File: config.mk
export PLATFORM = sky130hd
export DESIGN_NAME = action_sequencer
export DESIGN_NICKNAME = d
export VERILOG_FILES = /design/src/rtl/action_pkg.sv /design/src/rtl/tick_gen.sv /design/src/rtl/action_sequencer.sv
export SDC_FILE = /design/constraint.sdc
export NUM_CORES = 1
export LEC_CHECK = 0
export CORE_MARGIN = 8
export CORE_UTILIZATION = 55
export DETAILED_ROUTE_END_ITERATION = 6
export GPL_TIMING_DRIVEN = 0
export PLACE_DENSITY = 0.7
export SKIP_CTS_REPAIR_TIMING = 1
export SYNTH_ARGS = -nofsm -noshare
export SYNTH_HDL_FRONTEND = slang
export SYNTH_SLANG_ARGS = --single-unit
File: constraint.sdc
create_clock -name clk -period 5.54 [get_ports clk]
set_input_delay 1.662 -clock clk [delete_from_list [all_inputs] [get_ports clk]]
set_output_delay 1.662 -clock clk [all_outputs]
set_load 0.005 [all_outputs]
File: src/rtl/action_pkg.sv
// Shared types for the fill/mix/drain action sequencer.
// The state encoding is the action code seen by the digit decoder.
package action_pkg;

   localparam int ACTION_W = 3;

   typedef enum logic [ACTION_W-1:0] {
      ST_IDLE  = 3'b000,
      ST_FILL  = 3'b001,
      ST_MIX   = 3'b010,
      ST_DRAIN = 3'b011,
      ST_DONE  = 3'b100,
      ST_ERROR = 3'b101,
      ST_PAUSE = 3'b110
   } state_e;

   function automatic int max_of(input int a, input int b);
      return (a > b) ? a : b;
   endfunction

endpackage

File: src/rtl/tick_gen.sv
// Timing-tick prescaler: one-cycle tick every TICK_DIV clocks.
// clr restarts the count; hold freezes it and suppresses the tick.
module tick_gen #(
   parameter int TICK_DIV = 50_000_000
) (
   input  logic clk,
   input  logic rst_n,
   input  logic clr,
   input  logic hold,
   output logic tick
);

   localparam int CW = (TICK_DIV > 1) ? $clog2(TICK_DIV) : 1;
   localparam logic [CW-1:0] LAST = CW'(TICK_DIV - 1);

   logic [CW-1:0] cnt_q, cnt_d;

   always_comb begin
      tick  = (cnt_q == LAST) && !hold;
      cnt_d = cnt_q;
      if (clr)
         cnt_d = '0;
      else if (hold)
         cnt_d = cnt_q;
      else if (tick)
         cnt_d = '0;
      else
         cnt_d = cnt_q + 1'b1;
   end

   always_ff @(posedge clk) begin
      if (!rst_n)
         cnt_q <= '0;
      else
         cnt_q <= cnt_d;
   end

endmodule

File: src/rtl/action_sequencer.sv
// Fill -> mix -> drain process controller with pause/resume and fault handling.
// All outputs are registered from the next state so they move with action.
module action_sequencer
   import action_pkg::*;
#(
   parameter int TICK_DIV      = 50_000_000,
   parameter int FILL_TIMEOUT  = 10,
   parameter int MIX_TICKS     = 5,
   parameter int DRAIN_TIMEOUT = 10,
   parameter int DONE_TICKS    = 2
) (
   input  logic                clk,
   input  logic                rst_n,
   input  logic                start,
   input  logic                stop,
   input  logic                level_hi,
   input  logic                level_lo,
   output logic [ACTION_W-1:0] action,
   output logic                valve_in,
   output logic                motor,
   output logic                valve_out,
   output logic                busy,
   output logic                done
);

   localparam int TMAX = max_of(max_of(FILL_TIMEOUT, MIX_TICKS), max_of(DRAIN_TIMEOUT, DONE_TICKS));
   localparam int TW   = $clog2(TMAX) + 1;
   localparam logic [TW-1:0] T_SAT   = {TW{1'b1}};
   localparam logic [TW-1:0] T_FILL  = TW'(FILL_TIMEOUT);
   localparam logic [TW-1:0] T_MIX   = TW'(MIX_TICKS);
   localparam logic [TW-1:0] T_DRAIN = TW'(DRAIN_TIMEOUT);
   localparam logic [TW-1:0] T_DONE  = TW'(DONE_TICKS);

   state_e        state_q, state_d;
   state_e        saved_q, saved_d;
   logic          start_q, stop_q;
   logic [TW-1:0] timer_q, timer_d, timer_inc;
   logic          valve_in_q, valve_in_d;
   logic          motor_q, motor_d;
   logic          valve_out_q, valve_out_d;
   logic          busy_q, busy_d;
   logic          done_q, done_d;
   logic          start_e, stop_e, fault, running;
   logic          tick, clr, hold;

   tick_gen #(.TICK_DIV(TICK_DIV)) u_tick (
      .clk   (clk),
      .rst_n (rst_n),
      .clr   (clr),
      .hold  (hold),
      .tick  (tick)
   );

   always_comb begin
      start_e   = start & ~start_q;
      stop_e    = stop & ~stop_q;
      fault     = level_hi & level_lo;
      running   = (state_q == ST_FILL) || (state_q == ST_MIX) || (state_q == ST_DRAIN);
      hold      = (state_q == ST_PAUSE);
      // Timeouts compare against the post-tick value so a state lasts exactly N ticks.
      timer_inc = (tick && (timer_q != T_SAT)) ? timer_q + 1'b1 : timer_q;
      state_d   = state_q;
      saved_d   = saved_q;

      if (running && fault) begin
         state_d = ST_ERROR;
      end else if (running && stop_e) begin
         state_d = ST_PAUSE;
         saved_d = state_q;
      end else begin
         case (state_q)
            ST_IDLE:  if (start_e) state_d = ST_FILL;
            ST_FILL: begin
               if (level_hi)                 state_d = ST_MIX;
               else if (timer_inc >= T_FILL) state_d = ST_ERROR;
            end
            ST_MIX:   if (timer_inc >= T_MIX) state_d = ST_DRAIN;
            ST_DRAIN: begin
               if (level_lo)                  state_d = ST_DONE;
               else if (timer_inc >= T_DRAIN) state_d = ST_ERROR;
            end
            ST_DONE:  if (timer_inc >= T_DONE) state_d = ST_IDLE;
            ST_PAUSE: begin
               if (stop_e)       state_d = ST_IDLE;
               else if (start_e) state_d = saved_q;
            end
            ST_ERROR: if (stop_e) state_d = ST_IDLE;
            default:  state_d = ST_IDLE;
         endcase
      end

      // Entering or leaving PAUSE toward the saved step keeps the timing context.
      clr = (state_d != state_q) && (state_d != ST_PAUSE) &&
            !((state_q == ST_PAUSE) && (state_d != ST_IDLE));
      timer_d = clr ? '0 : timer_inc;

      valve_in_d  = (state_d == ST_FILL);
      motor_d     = (state_d == ST_MIX);
      valve_out_d = (state_d == ST_DRAIN);
      busy_d      = (state_d == ST_FILL) || (state_d == ST_MIX) ||
                    (state_d == ST_DRAIN) || (state_d == ST_PAUSE);
      done_d      = (state_d == ST_DONE) && (state_q != ST_DONE);
   end

   always_ff @(posedge clk) begin
      if (!rst_n) begin
         state_q     <= ST_IDLE;
         saved_q     <= ST_IDLE;
         start_q     <= 1'b0;
         stop_q      <= 1'b0;
         timer_q     <= '0;
         valve_in_q  <= 1'b0;
         motor_q     <= 1'b0;
         valve_out_q <= 1'b0;
         busy_q      <= 1'b0;
         done_q      <= 1'b0;
      end else begin
         state_q     <= state_d;
         saved_q     <= saved_d;
         start_q     <= start;
         stop_q      <= stop;
         timer_q     <= timer_d;
         valve_in_q  <= valve_in_d;
         motor_q     <= motor_d;
         valve_out_q <= valve_out_d;
         busy_q      <= busy_d;
         done_q      <= done_d;
      end
   end

   assign action    = state_q;
   assign valve_in  = valve_in_q;
   assign motor     = motor_q;
   assign valve_out = valve_out_q;
   assign busy      = busy_q;
   assign done      = done_q;

endmodule

### Word-level counts from Yosys, hierarchy flattened

Cells that the tools add are included.

| storage, ports and cells | value |
|---|---|
| register bits | 44 |
| bits in latches | 0 |
| RAM bits | 0 |
| ROM bits | 0 |
| output and inout bits | 8 |
| logic and storage cells | 72 |
| memories | 0 |

| operators by class | value |
|---|---|
| add/sub/neg operators | 2 |
| $mul | 0 |
| divide/modulo/power cells | 0 |
| magnitude comparators | 3 |
| equal/unequal tests | 16 |
| shift operators | 0 |
| muxes and demuxes | 14 |
| bitwise operators | 7 |
| reductions and logical operators | 19 |

Operators by type and width:

| kind | number |
|---|---|
| $mux W3 | 11 |
| $add A26 B1 Y26 const B | 1 |
| $eq A26 B26 Y1 const B | 1 |
| $mux W26 | 1 |
| $pmux W3 S7 | 1 |
| $eq A3 B3 Y1 const B | 5 |
| $eq A3 B2 Y1 const B | 4 |
| $logic_and A1 B1 Y1 | 8 |
| $eq A3 B1 Y1 const B | 2 |
| $ne A3 B3 Y1 const B | 2 |
| $add A5 B1 Y5 const B | 1 |
| $ge A5 B2 Y1 const B | 1 |
| $ge A5 B3 Y1 const B | 1 |
| $ge A5 B4 Y1 const B | 1 |
| $logic_or A1 B1 Y1 | 5 |
| $mux W5 | 1 |
| $ne A5 B5 Y1 const B | 1 |
| $not A1 Y1 | 4 |
| $and A1 B1 Y1 | 3 |
| $logic_not A3 Y1 | 1 |
| $ne A3 B3 Y1 | 1 |
| $reduce_bool A3 Y1 | 1 |
| $logic_not A1 Y1 | 2 |
| $reduce_and A2 Y1 | 1 |
| $reduce_or A2 Y1 | 1 |

### Logic depth before layout (Yosys ltp)

Gate-level depths: netlist of the first run.

| depth | value |
|---|---|
| word-level depth | 16 |
| mapped depth | 13 |
| gate-level depth less buffers | 10 |

### Modules after synthesis

From an unflattened synthesis of the first run, not the netlist that was laid out.

| second synthesis, totals | value |
|---|---|
| cells, all modules | 300 |
| area total of the unflattened synthesis | 2,567.5 um^2 |

Modules (own cells, without submodules):

| module | times used | cells each | area an instance (um^2) | sequential area each (um^2) |
|---|---|---|---|---|
| tick_gen | 1 | 152 | 1,303.8 | 520.5 |
| action_sequencer | 1 | 148 | 1,263.7 | 360.3 |

### Least setup slack after synthesis of the first run

No wires, ideal clock.

| timing | value |
|---|---|
| path kind | input -> register |
| start | input port level_hi |
| end | register u_tick.cnt_q[7] |
| library setup time | 0.082 ns |
| arrival time | 3.586 ns |
| path slack | 1.872 ns |
| cell stages on the path | 9 |
| path buffers | 1 |
| cell sequence | or3b_1 > and4_1 > a211o_1 > a2111oi_0 > a21oi_1 > a31oi_1 > a221oi_2 > buf_2 > a211oi_2 |

| on the way | value |
|---|---|
| cells in the longest elaborated chain, start to end | 9 |

Ends and longest elaborated chain:

| item | line | source |
|---|---|---|
| start: declaration | action_sequencer.sv:16 | `input logic level_hi,` |
| $mux W3 | action_sequencer.sv:74 | `if (level_hi) state_d = ST_MIX;` |
| $pmux W3 S7 | action_sequencer.sv:71 | `case (state_q)` |
| $mux W3 | action_sequencer.sv:67 | `end else if (running && stop_e) begin` |
| $mux W3 * | action_sequencer.sv:65 | `if (running && fault) begin` |
| $reduce_bool A3 Y1 | action_sequencer.sv:94 | `!((state_q == ST_PAUSE) && (state_d != ST_IDLE));` |
| $logic_and A1 B1 Y1 | action_sequencer.sv:94 |  |
| $logic_not A1 Y1 | action_sequencer.sv:94 |  |
| $logic_and A1 B1 Y1 * | action_sequencer.sv:93 | `clr = (state_d != state_q) && (state_d != ST_PAUSE) &&` |
| $reduce_or A2 Y1 (no source line) * | n/a |  |
| end signal: assignment | tick_gen.sv:35 | `cnt_q <= cnt_d;` |
| end: declaration | tick_gen.sv:16 | `logic [CW-1:0] cnt_q, cnt_d;` |

Mark *: on every way between the ends. The rest lies on a longest branch, timed or not.
A chain may end at the register's enable or synchronous reset.

### Final worst setup path of the first run

Same ends and word-level chain as after synthesis.

==> results of run 1 <==
worst max path at each step:
stage / slack (ns) / end / startpoint / cells after the start
floorplan: 1.87 / u_tick.cnt_q[7] / level_hi / 9
global placement: 1.18 / u_tick.cnt_q[17] / level_hi / 10
detailed placement: 1.13 / u_tick.cnt_q[19] / level_hi / 10
CTS: 1.43 / u_tick.cnt_q[19] / level_hi / 10
global route: 1.22 / u_tick.cnt_q[7] / level_hi / 10
finish: 1.40 / u_tick.cnt_q[7] / level_hi / 10
cell usage after synthesis, types with 3 or more instances:
cell type / instances / area, µm²
dfxtp_1: 44 / 881
a21oi_1: 31 / 155
nand2_1: 26 / 97.6
nor2_1: 22 / 82.6
nand3_1: 16 / 80.1
xor2_1: 14 / 123
xnor2_1: 13 / 114
and3_1: 10 / 62.6
clkbuf_1: 10 / 37.5
nand4_1: 10 / 62.6
o21ai_0: 10 / 50.1
inv_1: 8 / 30.0
nor3_1: 8 / 40.0
a211oi_2: 6 / 75.1
buf_2: 5 / 25.0
mux2i_1: 5 / 50.1
o21a_1: 5 / 37.5
a211oi_1: 4 / 30.0
and2_1: 4 / 25.0
ha_1: 3 / 37.5
tightest hold or removal path: cells and delay by family (launching register included):
| family | cells | cell delay (ns) |
|---|---|---|
| simple gates | 2 | 0.08 |
| flops | 1 | 0.31 |
metrics by stage:
step / utilization, % / setup slack, ns / hold slack [ns] / area (µm²) / total power [mW]
final: 64.3 / 1.40 / 0.433 / 2800 / 0.735
after global routing: 64.3 / 1.22 / 0.455 / 2800 / 0.769
after CTS: 64.3 / 1.43 / 0.436 / 2800 / 0.740
after detailed placement: 61.5 / 1.13 / 0.423 / 2680 / 0.480
after global placement: 61.5 / 1.18 / 0.416 / 2680 / 0.479
after floorplan: - / 1.87 / 0.407 / 2490 / 0.436
power by group through the flow:
stage | sequential, mW | clock, mW | combinational [mW]
after global placement | 0.344 | 0 | 0.135
after detailed placement | 0.344 | 0 | 0.136
after CTS | 0.337 | 0.266 | 0.137
after floorplan | 0.343 | 0 | 0.0933
after global routing | 0.339 | 0.277 | 0.153
final | 0.337 | 0.259 | 0.139
state kept, by name, summed over array words and instances, names as in the netlist:
name          count
start_q           1
done              1
motor             1
action            3
stop_q            1
busy              1
valve_in          1
timer_q           5
u_tick.cnt_q     26
saved_q           3
valve_out         1
per-layer routing:
layer | global-route usage, % | up-vias | share of wire, %
met1 | 21.5 | 1063 | 48
li1 | - | 1125 | -
met3 | 2.73 | 4 | 3.1
met4 | 6.23 | 0 | 0.88
met5 | 0 | - | 0
met2 | 27.7 | 47 | 48
area by class of cell:
| type | instances | area, µm² |
|---|---|---|
| inverters | 9 | 33.8 |
| plain buffers | 17 | 77.6 |
| clock buffers | 6 | 82.6 |
| multi-input cells | 227 | 1500 |
| well taps | 52 | 65.1 |
| clock inverters | 2 | 38.8 |
| fillers | 379 | 1550 |
| repair buffers | 12 | 120 |
| flip-flops and latches | 44 | 881 |
logic make-up (layout without fill, tap and decap cells):
| group | count (synthesis) | in the layout | share of synthesized area (%) |
|---|---|---|---|
| AO/OA/AOI/OAI | 77 | 77 | 21.9 |
| flip-flops | 44 | 44 | 35.3 |
| XOR/XNOR | 27 | 27 | 9.48 |
| buffers and inverters | 26 | 46 | 4.47 |
| AND/OR/NAND/NOR | 114 | 114 | 24.9 |
| multiplexers | 6 | 6 | 2.46 |
| adder cells (fa/ha/maj) | 3 | 3 | 1.51 |
==> results.sh, run 1 <==
export IMPL_power_share_sequential_pct=45.8
export IMPL_dr_pass1_iters=4
export IMPL_tightest_slew_ns=0.853
export IMPL_cap_violations=0
export IMPL_synth_cell_types=52
export IMPL_finClkSkew_ns=0.0115
export IMPL_viasPerCell=6.07
export IMPL_synth_area_um2=2490
export IMPL_cp_cell_sequence="clkdlybuf4s50_1, or3b_1, and4_1, a211o_1, a2111oi_0, a21oi_1, a31oi_1, a221oi_2, buf_2, a211oi_2"
export IMPL_r2r_end="u_tick.cnt_q[7]"
export IMPL_ant_nets=0
export IMPL_final_common_cell="dfxtp_1"
export IMPL_htreeDepth=2
export IMPL_ys_ff_latch=44
export IMPL_wl_per_cell_um=15.4
export IMPL_wirelength_um=5700
export IMPL_p_sw_share_pct=27.9
export IMPL_globalplace_congestion=0.942
export IMPL_peakVddDrop_v=0.000111
export IMPL_grt_max_degree=15
export IMPL_hold_viol=0
export IMPL_fp_dieH_um=83.3
export IMPL_combPwrFrac_pct=18.9
export IMPL_grt_pass1_vias=2200
export IMPL_worstHoldPathType="flop to flop"
export IMPL_ys_flop_type="dfxtp_1"
export IMPL_netlist_instances=297
export IMPL_cts_max_path_buffers=2
export IMPL_dieArea_um2=6940
export IMPL_row_count=24
export IMPL_rsz0062_at_grt="no"
export IMPL_setup_viol=0
export IMPL_grt_total_usage_pct=16.9
export IMPL_nets=325
export IMPL_insertion_delay_ns=0.30
export IMPL_antenna_found_initial=0
export IMPL_root_buffer="clkbuf_8"
export IMPL_p_switching_mw=0.205
export IMPL_fin_crit_ns=4.14
export IMPL_intPower_mw=0.530
export IMPL_slew_viol_final=0
export IMPL_cp_num_buf_inv=2
export IMPL_synth_warnings=0
export IMPL_cts_buffers_inserted=5
export IMPL_outcome="finished clean"
export IMPL_end_kind="flop"
export IMPL_hold_path_depth=2
export IMPL_diodes=0
export IMPL_r2r_slack_ns=1.81
export IMPL_synth_async_reset_ratio_pct=0
export IMPL_core_um2=4350
export IMPL_crit_path_start_kind="input port"
export IMPL_avgSynthCellArea_um2=8.40
export IMPL_rr_worst_depth=13
export IMPL_tns_ns=0
export IMPL_max_slew_margin_pct=42.7
export IMPL_fp_dieW_um=83.3
export IMPL_start_util_pct=57.3
export IMPL_dp_cells=361
export IMPL_synth_edff_count=0
export IMPL_pwr_share_clk_pct=35.3
export IMPL_fin_crit_sh_pct=74.7
export IMPL_first_iter_violations=105
export IMPL_critPathMaxStageDelay_ns=0.52
export IMPL_critPathSlowestCell="clkdlybuf4s50_1"
export IMPL_io_pins=14
export IMPL_post_dp_hpwl_um=4240
export IMPL_r2r_start="timer_q[0]"
export IMPL_hold_end="saved_q[2]"
export IMPL_leakage_nw=0.929
export IMPL_portBuffers=12
export IMPL_critPathRequiredTime_ns=5.75
export IMPL_grt_ovfl_total=0
export IMPL_areaGrowthSynthToFinish_pct=12.3
export IMPL_grt_first_pass_wirelength_um=10200
export IMPL_stdcell_count=369
export IMPL_clkTransAtPathRegs_ns=0.09
export IMPL_final_layout_size_suffix_gt1_share_pct=8.83
export IMPL_drc=0
export IMPL_clkSinkCount=44
export IMPL_power_density_nw_per_um2=262
export IMPL_final_cell_mix="dfxtp_1 (44), a21oi_1 (31), nand2_1 (26), nor2_1 (22), nand3_1 (16)"
export IMPL_cp_max_fo=10
export IMPL_synth_fp_nets=306
export IMPL_ys_seq_area_share_pct=35.3
export IMPL_crit_family="compound AO/OA/AOI/OAI gates"
export IMPL_fmax_ghz=0.242
export IMPL_dr_total_vias=2239
export IMPL_cp_data_arrival_time_ns=4.35
export IMPL_cts_tree="yes"
export IMPL_critical_path_class="input port to flop"
export IMPL_min_from="saved_q[2]"
Note: power is estimated with default switching activity, not from simulation.
==> run 2: changes to the inputs <==
Settings changed: CORE_UTILIZATION 55 to 54, PLACE_DENSITY 0.7 to 0.72.
Clock period 5.54 ns to 3.7 ns, I/O delays scaled along.
==> run 2 against run 1 <==
Against the previous run: final cell count unchanged; register-to-register slack worse by 1.4 ns; total power rose by 50%; combinational power is 50% higher; highest routed layer unchanged; largest power group unchanged; clock power increased by 50%.
==> results.sh, run 2 (same netlist as run 1, synthesis figures left out) <==
export IMPL_outcome="finished clean"
export IMPL_grt_pass1_vias=2157
export IMPL_wl_per_cell_um=15.6
export IMPL_min_from="saved_q[2]"
export IMPL_core_um2=4410
export IMPL_critical_path_class="input port to flop"
export IMPL_grt_ovfl_total=0
export IMPL_cts_max_path_buffers=2
export IMPL_cap_violations=0
export IMPL_first_iter_violations=103
export IMPL_max_slew_margin_pct=45.6
export IMPL_stdcell_count=369
export IMPL_reg_top3="u_tick.cnt_q x26, timer_q x5"
export IMPL_hold_viol=0
export IMPL_insertion_delay_ns=0.30
export IMPL_leakage_nw=0.940
export IMPL_route_met3_wl_um=333
export IMPL_slew_viol_final=0
export IMPL_wirelength_met1_um=2860
export IMPL_fp_dieW_um=84.0
export IMPL_top_layer="met4"
export IMPL_globalplace_congestion=0.870
export IMPL_dieArea_um2=7050
export IMPL_wl_met2_um=2530
export IMPL_grt_first_pass_wirelength_um=9980
export IMPL_io_pins=14
export IMPL_cts_buffers_inserted=5
export IMPL_peakVddDrop_v=0.000329
export IMPL_viasPerCell=6.18
export IMPL_worstHoldPathType="flop to flop"
export IMPL_clkSinkCount=44
export IMPL_largest_reg_flops=26
export IMPL_areaGrowthSynthToFinish_pct=13.0
export IMPL_crit_path_start_kind="input port"
export IMPL_finish_instance_area_um2=2820
export IMPL_end_kind="flop"
export IMPL_cp_max_fo=10
export IMPL_portBuffers=12
export IMPL_start_util_pct=56.5
export IMPL_fp_dieH_um=84.0
export IMPL_dr_total_vias=2281
export IMPL_power_mw=1.10
export IMPL_critPathRequiredTime_ns=3.88
export IMPL_ant_nets=0
export IMPL_grt_total_usage_pct=16.6
export IMPL_nets=325
export IMPL_htreeDepth=2
export IMPL_setup_viol=0
export IMPL_antenna_found_initial=0
export IMPL_rr_worst_depth=12
export IMPL_hold_end="saved_q[2]"
export IMPL_cts_tree="yes"
export IMPL_dp_cells=361
export IMPL_final_common_cell="dfxtp_1"
export IMPL_row_count=24
export IMPL_grt_max_degree=15
export IMPL_r2r_end="u_tick.cnt_q[20]"
export IMPL_placed_area_um2=2680
export IMPL_dr_pass1_iters=4
export IMPL_fin_crit_ns=3.60
export IMPL_tightest_slew_ns=0.810
export IMPL_fmax_ghz=0.278
export IMPL_clkTransAtPathRegs_ns=0.09
export IMPL_regMostFlops="u_tick.cnt_q"
export IMPL_hold_path_depth=2
export IMPL_fin_crit_sh_pct=97.2
export IMPL_finClkSkew_ns=0.00807
export IMPL_root_buffer="clkbuf_8"
export IMPL_r2r_start="timer_q[0]"
export IMPL_post_dp_hpwl_um=4130
export IMPL_drc=0
export IMPL_r2r_slack_ns=0.41
export IMPL_cp_data_arrival_time_ns=3.78
export IMPL_final_cell_mix="dfxtp_1 (44), a21oi_1 (31), nand2_1 (26), nor2_1 (22), nand3_1 (16)"
export IMPL_final_layout_size_suffix_gt1_share_pct=9.46
export IMPL_wirelength_um=5770
export IMPL_diodes=0
export IMPL_power_density_nw_per_um2=391
## run 2: cell count changes in the layout (fill, tap and decap cells not counted), sizes merged
cell / change
buf: +1
clkbuf: -1
## run 2: power breakdown
| group | internal, mW | switching (mW) |
|---|---|---|
| Sequential | 0.490 | 0.0153 |
| Combinational | 0.0834 | 0.126 |
| Clock | 0.221 | 0.167 |
| Total | 0.795 | 0.308 |
## run 2: cell type report
| cell class | instances | area (µm²) |
|---|---|---|
| fill | 384 | 1600 |
| inverter | 9 | 33.8 |
| clock inverter | 2 | 38.8 |
| tap | 52 | 65.1 |
| clock buffer | 6 | 82.6 |
| multi-input combinational | 227 | 1520 |
| buffer | 16 | 73.8 |
| sequential | 44 | 881 |
| timing repair buffer | 13 | 128 |
## run 2: stage by stage
stage | setup slack, ns | utilization (%) | setup TNS [ns] | hold WS (ns)
CTS | 0.110 | 63.4 | 0 | 0.435
floorplan | 0.558 | - | 0 | 0.407
global route | -0.00881 | 63.9 | -0.00881 | 0.477
detailed placement | -0.184 | 60.7 | -3.80 | 0.422
finish | 0.102 | 63.9 | 0 | 0.435
global placement | -0.154 | 60.7 | -2.63 | 0.416
## run 2: critical path, stage by stage
cell,delay (ns)
clkdlybuf4s50_1,0.51
or3b_1,0.34
and4_1,0.24
a211oi_1,0.30
a2111oi_0,0.14
a21oi_1,0.21
a31oi_1,0.08
a221oi_2,0.40
buf_2,0.33
a211oi_2,0.11
## run 2: worst max path at each step
| stage | start | slack (ns) | endpoint | cells after the start |
|---|---|---|---|---|
| 6_report | level_hi | 0.10 | u_tick.cnt_q[20] | 10 |
| 5_1_grt | level_hi | -0.009 | u_tick.cnt_q[8] | 10 |
| 4_1_cts | timer_q[0] | 0.11 | u_tick.cnt_q[20] | 13 |
| 3_5_place_dp | level_hi | -0.18 | u_tick.cnt_q[20] | 10 |
| 3_3_place_gp | level_hi | -0.15 | u_tick.cnt_q[20] | 10 |
| 2_1_floorplan | timer_q[0] | 0.56 | u_tick.cnt_q[7] | 13 |
## run 2: layer usage
metal  global-route usage, %  vias to the layer above
li1                        -                     1122
met1                    22.8                     1097
met2                    24.8                       58
met3                    4.30                        4
met4                    4.40                        0
met5                       0                        -
